<file path="src/rtl/ps2_pkg.sv">
// Shared types and constants for the PS/2 keycode receiver.
// Covers the frame states, scan-code-set-2 and HID byte values, and the set-2 to HID map.
package ps2_pkg;

    typedef enum logic [1:0] {IDLE, DATA, PARITY, STOP} rx_state_t;

    localparam logic [7:0] PREFIX_BRK = 8'hF0;
    localparam logic [7:0] PREFIX_EXT = 8'hE0;

    localparam logic [7:0] SET2_W     = 8'h1D;
    localparam logic [7:0] SET2_A     = 8'h1C;
    localparam logic [7:0] SET2_S     = 8'h1B;
    localparam logic [7:0] SET2_D     = 8'h23;
    localparam logic [7:0] SET2_SPACE = 8'h29;
    localparam logic [7:0] SET2_ENTER = 8'h5A;
    localparam logic [7:0] SET2_ESC   = 8'h76;

    localparam logic [7:0] HID_NONE   = 8'h00;
    localparam logic [7:0] HID_W      = 8'h1A;
    localparam logic [7:0] HID_A      = 8'h04;
    localparam logic [7:0] HID_S      = 8'h16;
    localparam logic [7:0] HID_D      = 8'h07;
    localparam logic [7:0] HID_SPACE  = 8'h2C;
    localparam logic [7:0] HID_ENTER  = 8'h28;
    localparam logic [7:0] HID_ESC    = 8'h29;

    localparam int NUM_SLOTS = 2;

    // Unsupported scan codes map to HID_NONE, which the slot logic treats as "ignore".
    function automatic logic [7:0] set2_to_hid(input logic [7:0] sc);
        logic [7:0] hid;
        case (sc)
            SET2_W:     hid = HID_W;
            SET2_A:     hid = HID_A;
            SET2_S:     hid = HID_S;
            SET2_D:     hid = HID_D;
            SET2_SPACE: hid = HID_SPACE;
            SET2_ENTER: hid = HID_ENTER;
            SET2_ESC:   hid = HID_ESC;
            default:    hid = HID_NONE;
        endcase
        return hid;
    endfunction

endpackage

</file>
<file path="src/rtl/ps2_keycode_rx_if.sv">
// Keycode bus from the PS/2 receiver to the game logic.
// keycode[7:0] is slot0, keycode[15:8] is slot1; 8'h00 marks an empty slot.
interface ps2_keycode_rx_if;
    logic [15:0] keycode;
    logic        key_event;
    logic        frame_err;

    modport master (output keycode, output key_event, output frame_err);
    modport slave  (input  keycode, input  key_event, input  frame_err);
endinterface

</file>
<file path="src/rtl/ps2_line_filter.sv">
// Conditions the raw PS/2 lines: 2-FF synchronisers, a glitch filter on the
// clock line, and a one-cycle strobe on each filtered falling edge.
module ps2_line_filter #(
    parameter int FILTER_LEN = 8
) (
    input  logic Clk,
    input  logic Reset,
    input  logic ps2_clk,
    input  logic ps2_dat,
    output logic fall,
    output logic dat
);

    localparam int CW = $clog2(FILTER_LEN) + 1;

    logic [1:0]    clk_sync;
    logic [1:0]    dat_sync;
    logic          clk_filt;
    logic [CW-1:0] run_cnt;

    // Synchronise both lines; the filtered clock only follows after FILTER_LEN
    // consecutive samples that disagree with it, and a 1->0 move raises fall.
    always_ff @(posedge Clk) begin
        if (Reset) begin
            clk_sync <= 2'b11;
            dat_sync <= 2'b11;
            clk_filt <= 1'b1;
            run_cnt  <= '0;
            fall     <= 1'b0;
        end else begin
            clk_sync <= {clk_sync[0], ps2_clk};
            dat_sync <= {dat_sync[0], ps2_dat};
            fall     <= 1'b0;
            if (clk_sync[1] == clk_filt) begin
                run_cnt <= '0;
            end else if (run_cnt == CW'(FILTER_LEN - 1)) begin
                clk_filt <= clk_sync[1];
                run_cnt  <= '0;
                fall     <= clk_filt;
            end else begin
                run_cnt <= run_cnt + 1'b1;
            end
        end
    end

    // Data settles long before the keyboard drops its clock, so the synced
    // value is stable when the delayed fall strobe arrives.
    assign dat = dat_sync[1];

endmodule

</file>
<file path="src/rtl/ps2_keycode_rx.sv">
// PS/2 keyboard receiver: frames scan-code-set-2 bytes, tracks F0/E0 prefixes,
// translates supported keys to HID usages and holds up to two pressed keys.
module ps2_keycode_rx
    import ps2_pkg::*;
#(
    parameter int FILTER_LEN     = 8,
    parameter int TIMEOUT_CYCLES = 100000
) (
    input  logic             Clk,
    input  logic             Reset,
    input  logic             PS2_CLK,
    input  logic             PS2_DAT,
    ps2_keycode_rx_if.master kc_bus
);

    localparam int TW = $clog2(TIMEOUT_CYCLES) + 1;

    logic                           fall;
    logic                           dat;
    rx_state_t                      state;
    logic [2:0]                     bit_cnt;
    logic [7:0]                     shreg;
    logic                           parity_ok;
    logic [TW-1:0]                  tmo;
    logic                           brk;
    logic                           ext;
    logic [NUM_SLOTS-1:0][7:0]      slots;
    logic [NUM_SLOTS-1:0][7:0]      slot_nxt;
    logic                           key_event;
    logic                           frame_err;
    logic                           byte_ok;
    logic [7:0]                     hid;

    ps2_line_filter #(.FILTER_LEN(FILTER_LEN)) u_filter (
        .Clk     (Clk),
        .Reset   (Reset),
        .ps2_clk (PS2_CLK),
        .ps2_dat (PS2_DAT),
        .fall    (fall),
        .dat     (dat)
    );

    // Byte acceptance and the resulting slot contents, consumed on the stop-bit fall.
    always_comb begin
        byte_ok  = (state == STOP) && dat && parity_ok;
        hid      = set2_to_hid(shreg);
        slot_nxt = slots;
        if (byte_ok && shreg != PREFIX_BRK && shreg != PREFIX_EXT && !ext && hid != HID_NONE) begin
            if (brk) begin
                // Release clears every matching slot in place; no compaction.
                for (int i = 0; i < NUM_SLOTS; i++)
                    if (slots[i] == hid) slot_nxt[i] = HID_NONE;
            end else if (slots[0] == hid || slots[1] == hid) begin
                // Typematic repeat of a held key: leave slots alone.
                slot_nxt = slots;
            end else if (slots[0] == HID_NONE) begin
                slot_nxt[0] = hid;
            end else begin
                // Slot1 takes the newest key whether empty or not.
                slot_nxt[1] = hid;
            end
        end
    end

    // Frame FSM, timeout watchdog, prefix flags and slot registers.
    always_ff @(posedge Clk) begin
        if (Reset) begin
            state     <= IDLE;
            bit_cnt   <= '0;
            shreg     <= '0;
            parity_ok <= 1'b0;
            tmo       <= '0;
            brk       <= 1'b0;
            ext       <= 1'b0;
            slots     <= '0;
            key_event <= 1'b0;
            frame_err <= 1'b0;
        end else begin
            key_event <= 1'b0;
            frame_err <= 1'b0;
            if (state == IDLE || fall) tmo <= '0;
            else                       tmo <= tmo + 1'b1;

            if (fall) begin
                case (state)
                    IDLE: begin
                        if (!dat) begin
                            state   <= DATA;
                            bit_cnt <= '0;
                        end
                    end
                    DATA: begin
                        shreg   <= {dat, shreg[7:1]};
                        bit_cnt <= bit_cnt + 3'd1;
                        if (bit_cnt == 3'd7) state <= PARITY;
                    end
                    PARITY: begin
                        parity_ok <= ^{dat, shreg};
                        state     <= STOP;
                    end
                    STOP: begin
                        state <= IDLE;
                        if (byte_ok) begin
                            if (shreg == PREFIX_BRK) begin
                                brk <= 1'b1;
                            end else if (shreg == PREFIX_EXT) begin
                                ext <= 1'b1;
                            end else begin
                                brk <= 1'b0;
                                ext <= 1'b0;
                            end
                            slots     <= slot_nxt;
                            key_event <= (slot_nxt != slots);
                        end else begin
                            frame_err <= 1'b1;
                        end
                    end
                    default: state <= IDLE;
                endcase
            end else if (state != IDLE && tmo == TW'(TIMEOUT_CYCLES - 1)) begin
                // Keyboard stalled mid-frame: drop the partial byte and any prefix.
                state     <= IDLE;
                bit_cnt   <= '0;
                brk       <= 1'b0;
                ext       <= 1'b0;
                frame_err <= 1'b1;
            end
        end
    end

    assign kc_bus.keycode   = slots;
    assign kc_bus.key_event = key_event;
    assign kc_bus.frame_err = frame_err;

endmodule

</file>
<file path="src/flat_wrapper.sv">
// flat-port wrapper written by rule: the top's interface ports become plain ports
module ps2_keycode_rx_flat import ps2_pkg::*;
#(
    parameter int FILTER_LEN     = 8,
    parameter int TIMEOUT_CYCLES = 100000
)
  (Clk, Reset, PS2_CLK, PS2_DAT, kc_bus_keycode, kc_bus_key_event, kc_bus_frame_err);
  ps2_keycode_rx_if kc_bus_i ();
  input  logic Clk;
  input  logic Reset;
  input  logic PS2_CLK;
  input  logic PS2_DAT;
  output wire logic [$bits(kc_bus_i.keycode)-1:0] kc_bus_keycode;
  output wire logic [$bits(kc_bus_i.key_event)-1:0] kc_bus_key_event;
  output wire logic [$bits(kc_bus_i.frame_err)-1:0] kc_bus_frame_err;
  assign kc_bus_keycode = kc_bus_i.keycode;
  assign kc_bus_key_event = kc_bus_i.key_event;
  assign kc_bus_frame_err = kc_bus_i.frame_err;
  ps2_keycode_rx #(.FILTER_LEN(FILTER_LEN), .TIMEOUT_CYCLES(TIMEOUT_CYCLES)) u_core (.Clk(Clk), .Reset(Reset), .PS2_CLK(PS2_CLK), .PS2_DAT(PS2_DAT), .kc_bus(kc_bus_i));
endmodule
</file>
<file path="config.mk">
export PLATFORM = sky130hd
export DESIGN_NAME = ps2_keycode_rx_flat
export DESIGN_NICKNAME = d
export VERILOG_FILES = /design/src/rtl/ps2_pkg.sv /design/src/rtl/ps2_keycode_rx_if.sv /design/src/rtl/ps2_line_filter.sv /design/src/rtl/ps2_keycode_rx.sv /design/src/flat_wrapper.sv
export SDC_FILE = /design/constraint.sdc
export NUM_CORES = 1
export LEC_CHECK = 0
export ABC_AREA = 1
export CORE_MARGIN = 2
export CORE_UTILIZATION = 59
export CTS_CLUSTER_DIAMETER = 150
export DETAILED_ROUTE_END_ITERATION = 6
export GPL_TIMING_DRIVEN = 0
export HOLD_SLACK_MARGIN = 0.12
export PLACE_DENSITY = 0.78
export SYNTH_ARGS = -nofsm -noshare
export SYNTH_HDL_FRONTEND = slang
export SYNTH_SLANG_ARGS = --single-unit
</file>
<file path="constraint.sdc">
create_clock -name Clk -period 2.8 [get_ports Clk]
set_input_delay 0.56 -clock Clk [delete_from_list [all_inputs] [get_ports Clk]]
set_output_delay 0.56 -clock Clk [all_outputs]
set_load 0.01 [all_outputs]
</file>
Word level (Yosys, flattened, before mapping):

Index checks and enable logic that the tools add are counted.

* $add $sub $neg: 3
* equality and inequality tests: 28
* mux-type cells: 32
* bitwise gates (word level): 5
* reduce and logical (&&, ||, !) cells: 28

Operators by type and width (count)
* $mux 16: 3
* $pmux 6 s7: 1
* $mux 8: 4
* $eq 8x5->1 const B: 3
* $add 18x1->18 const B: 1
* $eq 18x17->1 const B: 1
* $eq 8x6->1: 2
* $eq 8x6->1 const B: 2
* $eq 8x7->1 const B: 2
* $eq 8x8->1 const B: 2
* $ne 16x16->1: 1
* $ne 8x8->1 const B: 2
* $mux 1: 15
* $mux 3: 3
* $reduce_and 3->1: 3
* $reduce_xor 9->1: 1
* $logic_not 8->1: 1
* $mux 2: 4
* $pmux 2 s4: 1
* $reduce_and 4->1: 2
* $reduce_bool 8->1: 1
* $logic_and 1x1->1: 7
* $ne 3x2->1 const B: 2
* $pmux 3 s2: 1
* other kinds (20): 31

* bits in registers: 62
* bits of input ports: 4
* output and inout bits: 18
* word-level logic and storage cells: 112

Depth between registers and ports, before layout:

* depth in word-level cells: 9
* mapped depth: 23
* gate-level depth less buffers: 22

Cells and area by module:

Synthesis repeated with hierarchy kept, for this count alone.

* cell total of the unflattened synthesis: 574
* area, all modules: 3933.8 µm²

Modules (own cells, without submodules)
* ps2_keycode_rx: instances 1, cells each 534, area an instance 3579.7 µm², sequential area each 1041.0 µm²
* ps2_line_filter: instances 1, cells each 40, area an instance 354.1 µm², sequential area each 200.2 µm²

Least setup slack after synthesis:

No wires, ideal clock.

* kind: register to register
* start: register u_core.shreg[2]
* end: register u_core.key_event (netlist: u_core.kc_bus.key_event)
* setup time: 112 ps
* arrival time: 2126 ps
* data required time: 2688 ps
* slack: 562 ps
* stages on the path, launching flop included: 22
* buffers on the path: 1
* clock period less this slack: 2238 ps
* cell sequence: dfxtp_1 inv_1 ha_1 nand2_1 inv_1 nand2_2 nand3_2 nand2_1 nand2_1 nor2_2 nand3_4 nand2_2 buf_6 nand2_1 nand2_1 nand2_1 nand3_1 nand3_1 nor2_1 nand3_1 nor2_1 nor2_1

* cells in the longest elaborated chain, start to end: 8
* elaborated cells on any way between the ends: 26
* classes of those cells: 12 x eq/ne; 8 x mux; 6 x reduce/logical

RTL lines
* from (decl): RTL line ps2_keycode_rx.sv:22 `logic [7:0] shreg;`
* from (signal assigned): RTL line ps2_keycode_rx.sv:93 `shreg <= {dat, shreg[7:1]};`
* $eq 8x7->1, or another cell as far along: RTL line ps2_pkg.sv:32 `case (sc)`
* $pmux 6 s7: RTL line ps2_pkg.sv:32
* $eq 8x6->1: RTL line ps2_keycode_rx.sv:52, ps2_keycode_rx.sv:53
* $logic_or 1x1->1: RTL line ps2_keycode_rx.sv:53 `end else if (slots[0] == hid || slots[1] == hid) begin`
* $mux 16: RTL line ps2_keycode_rx.sv:53
* $mux 16: RTL line ps2_keycode_rx.sv:49 `if (brk) begin`
* $mux 16 (*): RTL line ps2_keycode_rx.sv:48 `if (byte_ok && shreg != PREFIX_BRK && shreg != PREFIX_EXT && !ext && hid != HID_NONE) begin`
* $ne 16x16->1 (*): RTL line ps2_keycode_rx.sv:113 `key_event <= (slot_nxt != slots);`
* to (signal assigned): RTL line ps2_keycode_rx.sv:113
* to (decl): RTL line ps2_keycode_rx.sv:29 `logic key_event;`

Every way passes the cells marked *; elsewhere a longest branch is shown, timed or not.
A chain may end at the register's enable or synchronous reset.

Final worst setup path:

Ends and elaborated chain as after synthesis.

==> impl_results.md <==
- Crit-path max FO: 6
- Max Fclk: approximately 0.37 GHz
- Synthesis-to-finish area growth: 21.5%
- Count of warnings emitted by yosys: 0
- Ratio of total power to cell area: approximately 400 nW/um^2
- Setup CP Type: reg -> reg
- Global placement routability congestion: 1.02
- Number of design-rule violations left by the first detailed-router iteration: between 300 and 400
- Vias in the first global route: 3630
- Die area: approximately 7000 sq um
- Combined area of all synthesized cells: between 3000 and 4000 sq um
- Post-synthesis cell count: ~560
- Die X: between 80 and 90 microns
- Number of library cell types mapped by synthesis: 38
- Number of antenna cells inserted: 0
- DR vias/cell: roughly 5.7
- Final period demand of the worst path: 2.69 ns
- Final worst hold slack: approximately 0.41 ns
- Static Leak: roughly 2 nW
- CP max-delay cell: dfxtp_2
- Data arrival time at the worst-slack endpoint: 2.93 ns
- Remaining global-route overflow: 0
- Sum of buffers and inverters on the critical path: 3
- CTS sink cnt: 62
- H-Tree Depth: 3
- First-pass GRT wire length: between 15000 and 20000 microns
- Total area of multi-input combinational cells: 2340 sq um
- Required time at the endpoint of the critical path: roughly 3.0 ns
- Aggregate global-route resource usage: 0.279
- Number of flip-flops and latches in the synthesized netlist: between 60 and 70
- Dominant cell type by count on the critical path: nand2_1
- Mean instance size in the synthesized netlist: 6.73 sq um
- Effective utilization at floorplan: 0.603
- Most common library cell in the layout ignoring fill and taps: nand2_1
- Count of buffers from port buffering: 21
- Slowest stage delay, CP: 0.35 ns
- Max capacitance violation total: 0
- Routed length on met3: 731 microns
- Element type at the critical path end: flop
- Sequential fraction of the synthesis area: 0.330
- Sum of negative setup slack: 0 ns
- Number of nets with antenna violations after routing: 0
- Wire length on met2: around 4700 microns
- Number of inserted filler cells in the final layout: 500
- Worst rel slew slack: 0.398
- CTS tree: yes
- Final number of max-transition violations: 0
- Site row count: 29
- Net count, final: about 630
- Half-perimeter wire length of the detailed placement result: just under 7000 microns
- Synth Net Count: around 590
- Result of the run: completed
- Clock insertion delay at the later pin of the skew report: between 0.3 and 0.4 ns
- M1 WL: between 4000 and 5000 microns
- Worst setup SP type: flop
- Hold Vio Cnt, Final: 0
- Top library cells by usage in the layout, fill and taps aside: nand2_1 (103), inv_1 (58), dfxtp_1 (54), nor2_1 (48)
- Share of final-layout standard cells stronger than drive strength 1: 0.172
- Area of the placeable core: about 6200 sq um
- Routed wire length per instance: between 10 and 15 microns
- Period utilisation layout: 0.960
- DP Cell Count: between 600 and 700
- Highest routing layer actually used: met4
- IO Count: 22
- Clock-pin transition on the worst setup and hold timing paths: around 0.08 ns
- DRT Wirelength: between 9000 and 10000 microns
- Worst min-delay path class: reg -> reg
- Largest net degree at the start of global routing: 12
- Vias: just under 4000
- Sequential standard cell area: about 1300 sq um
- Count of TritonRoute iterations in the first routing pass: 7
- # hold bufs at CTS: 0
- Transition at the pin with the smallest max-transition slack: around 0.9 ns
- Buffer depth of the longest clock path: 2
- CTS Buf Count: 9
- IR Drop Worst-Case VDD: 0.000476 V
- Post-route non-filler standard cell count: 683
- Final-report setup violation count: 0
- Skew final: 0.0104 ns
- Vertical die dimension: around 84 microns
- Post-route DRC violation count: 0
- Initial antenna violation count: 0
- Root Buffer: clkbuf_8
- List of cells traversed by the critical path: inv_2 > ha_2 > nand2_1 > nor2_4 > inv_4 > nand2_4 > nand2_1 > a21oi_2 > nand3_2 > nand2_4 > buf_6 > nand2_1 > nand2_1 > nand2_2 > nand3_2 > nand3_1 > nor2_2 > nand3_2 > nor2_4 > nor2_1
- Kind of cell adding the most delay to the critical path: simple AND/OR/NAND/NOR gates
## routing by layer
layer | GRT usage | up-vias
met3 | 0.0673 | 35
met5 | 0 | -
li1 | - | 1948
met2 | 0.449 | 160
met4 | 0.107 | 0
met1 | 0.363 | 1775
## path summary, 6_finish.rpt
| kind | from | endpoint | slack (ns) | cells after the start |
|---|---|---|---|---|
| worst max-delay path | u_core.shreg[2]$_SDFFE_PP0P_ | u_core.kc_bus.key_event$_SDFF_PP0_ | 0.11 | 20 |
| worst min-delay path | u_core.u_filter.dat_sync[0]$_SDFF_PP1_ | u_core.u_filter.dat_sync[1]$_SDFF_PP1_ | 0.41 | 1 |
| worst max register to register | u_core.shreg[2]$_SDFFE_PP0P_ | u_core.kc_bus.key_event$_SDFF_PP0_ | 0.11 | 20 |
| worst min register to register | u_core.u_filter.dat_sync[0]$_SDFF_PP1_ | u_core.u_filter.dat_sync[1]$_SDFF_PP1_ | 0.41 | 1 |
## registers in the layout, indices dropped and copies added, names as in the netlist, 2 cells and up
register and flops:
u_core.bit_cnt 3, u_core.shreg 8, u_core.u_filter.dat_sync 2, u_core.u_filter.run_cnt 4, u_core.u_filter.clk_sync 2, u_core.kc_bus.keycode 16
u_core.state 2, u_core.tmo 18
## kinds of logic (layout without fill, tap and decap cells)
kind of cell / count (synthesis) / count (layout) / synth area share
AOI/OAI and AO/OA: 107 / 107 / 0.157
xor gates and xnor gates: 5 / 5 / 0.0116
adders and majority gates: 22 / 22 / 0.0732
buffers and inverters: 92 / 139 / 0.0964
DFF: 62 / 62 / 0.330
and+or+nand+nor: 271 / 271 / 0.332
## final cells by class
class / count / share of cell area
buffer: 17 / 0.0202
clock buffer: 11 / 0.0309
clock inverter: 5 / 0.0181
inverter: 75 / 0.0621
multi-input combinational: 405 / 0.511
sequential: 62 / 0.275
tap: 77 / 0.0211
timing repair buffer: 31 / 0.0618
## per-stage QoR
stage,setup WS (ns),total power [mW],utilization,instance area [sq um]
floorplan,0.562,0.920,-,3760
global placement,0.108,0.931,0.652,4070
detailed placement,0.0667,0.931,0.652,4070
CTS,0.0578,1.83,0.688,4290
global route,-0.0457,1.87,0.733,4570
finish,0.111,1.82,0.733,4570
## where the power goes
| part | total, mW | switching (mW) | internal, mW | leakage [nW] |
|---|---|---|---|---|
| clock network | 0.908 | 0.380 | 0.528 | 0.113 |
| logic | 0.0252 | 0.0157 | 0.00953 | 1.41 |
| registers | 0.884 | 0.00184 | 0.882 | 0.505 |
## synthesized netlist by cell type (all sizes together)
| cell | count | area share |
|---|---|---|
| o211a | 1 | 0.0027 |
| nand3b | 1 | 0.0020 |
| nand2 | 116 | 0.12 |
| nor2 | 61 | 0.068 |
| inv | 72 | 0.072 |
| and3 | 1 | 0.0017 |
| nor3b | 2 | 0.0040 |
| nand3 | 52 | 0.075 |
| nand4 | 15 | 0.025 |
| o221ai | 1 | 0.0023 |
| or2 | 6 | 0.010 |
| o31ai | 1 | 0.0020 |
| nor4 | 6 | 0.010 |
| xor2 | 3 | 0.0070 |
| xnor2 | 2 | 0.0047 |
| o21ai | 39 | 0.052 |
| a21oi | 47 | 0.064 |
| clkinv | 3 | 0.0030 |
| a221oi | 4 | 0.0093 |
| nor3 | 11 | 0.015 |
| dfxtp | 62 | 0.33 |
| buf | 5 | 0.0090 |
| a31oi | 7 | 0.012 |
| clkbuf | 12 | 0.013 |
| a211oi | 2 | 0.0040 |
| o211ai | 4 | 0.0080 |
| o21a | 1 | 0.0020 |
| ha | 22 | 0.073 |
## what timing repair did
action	4_1_cts	5_1_grt
setup buffers	0	9
resized for setup	0	70
setup endpoints to repair	0	1
Note: power is estimated with default switching activity, not from simulation.
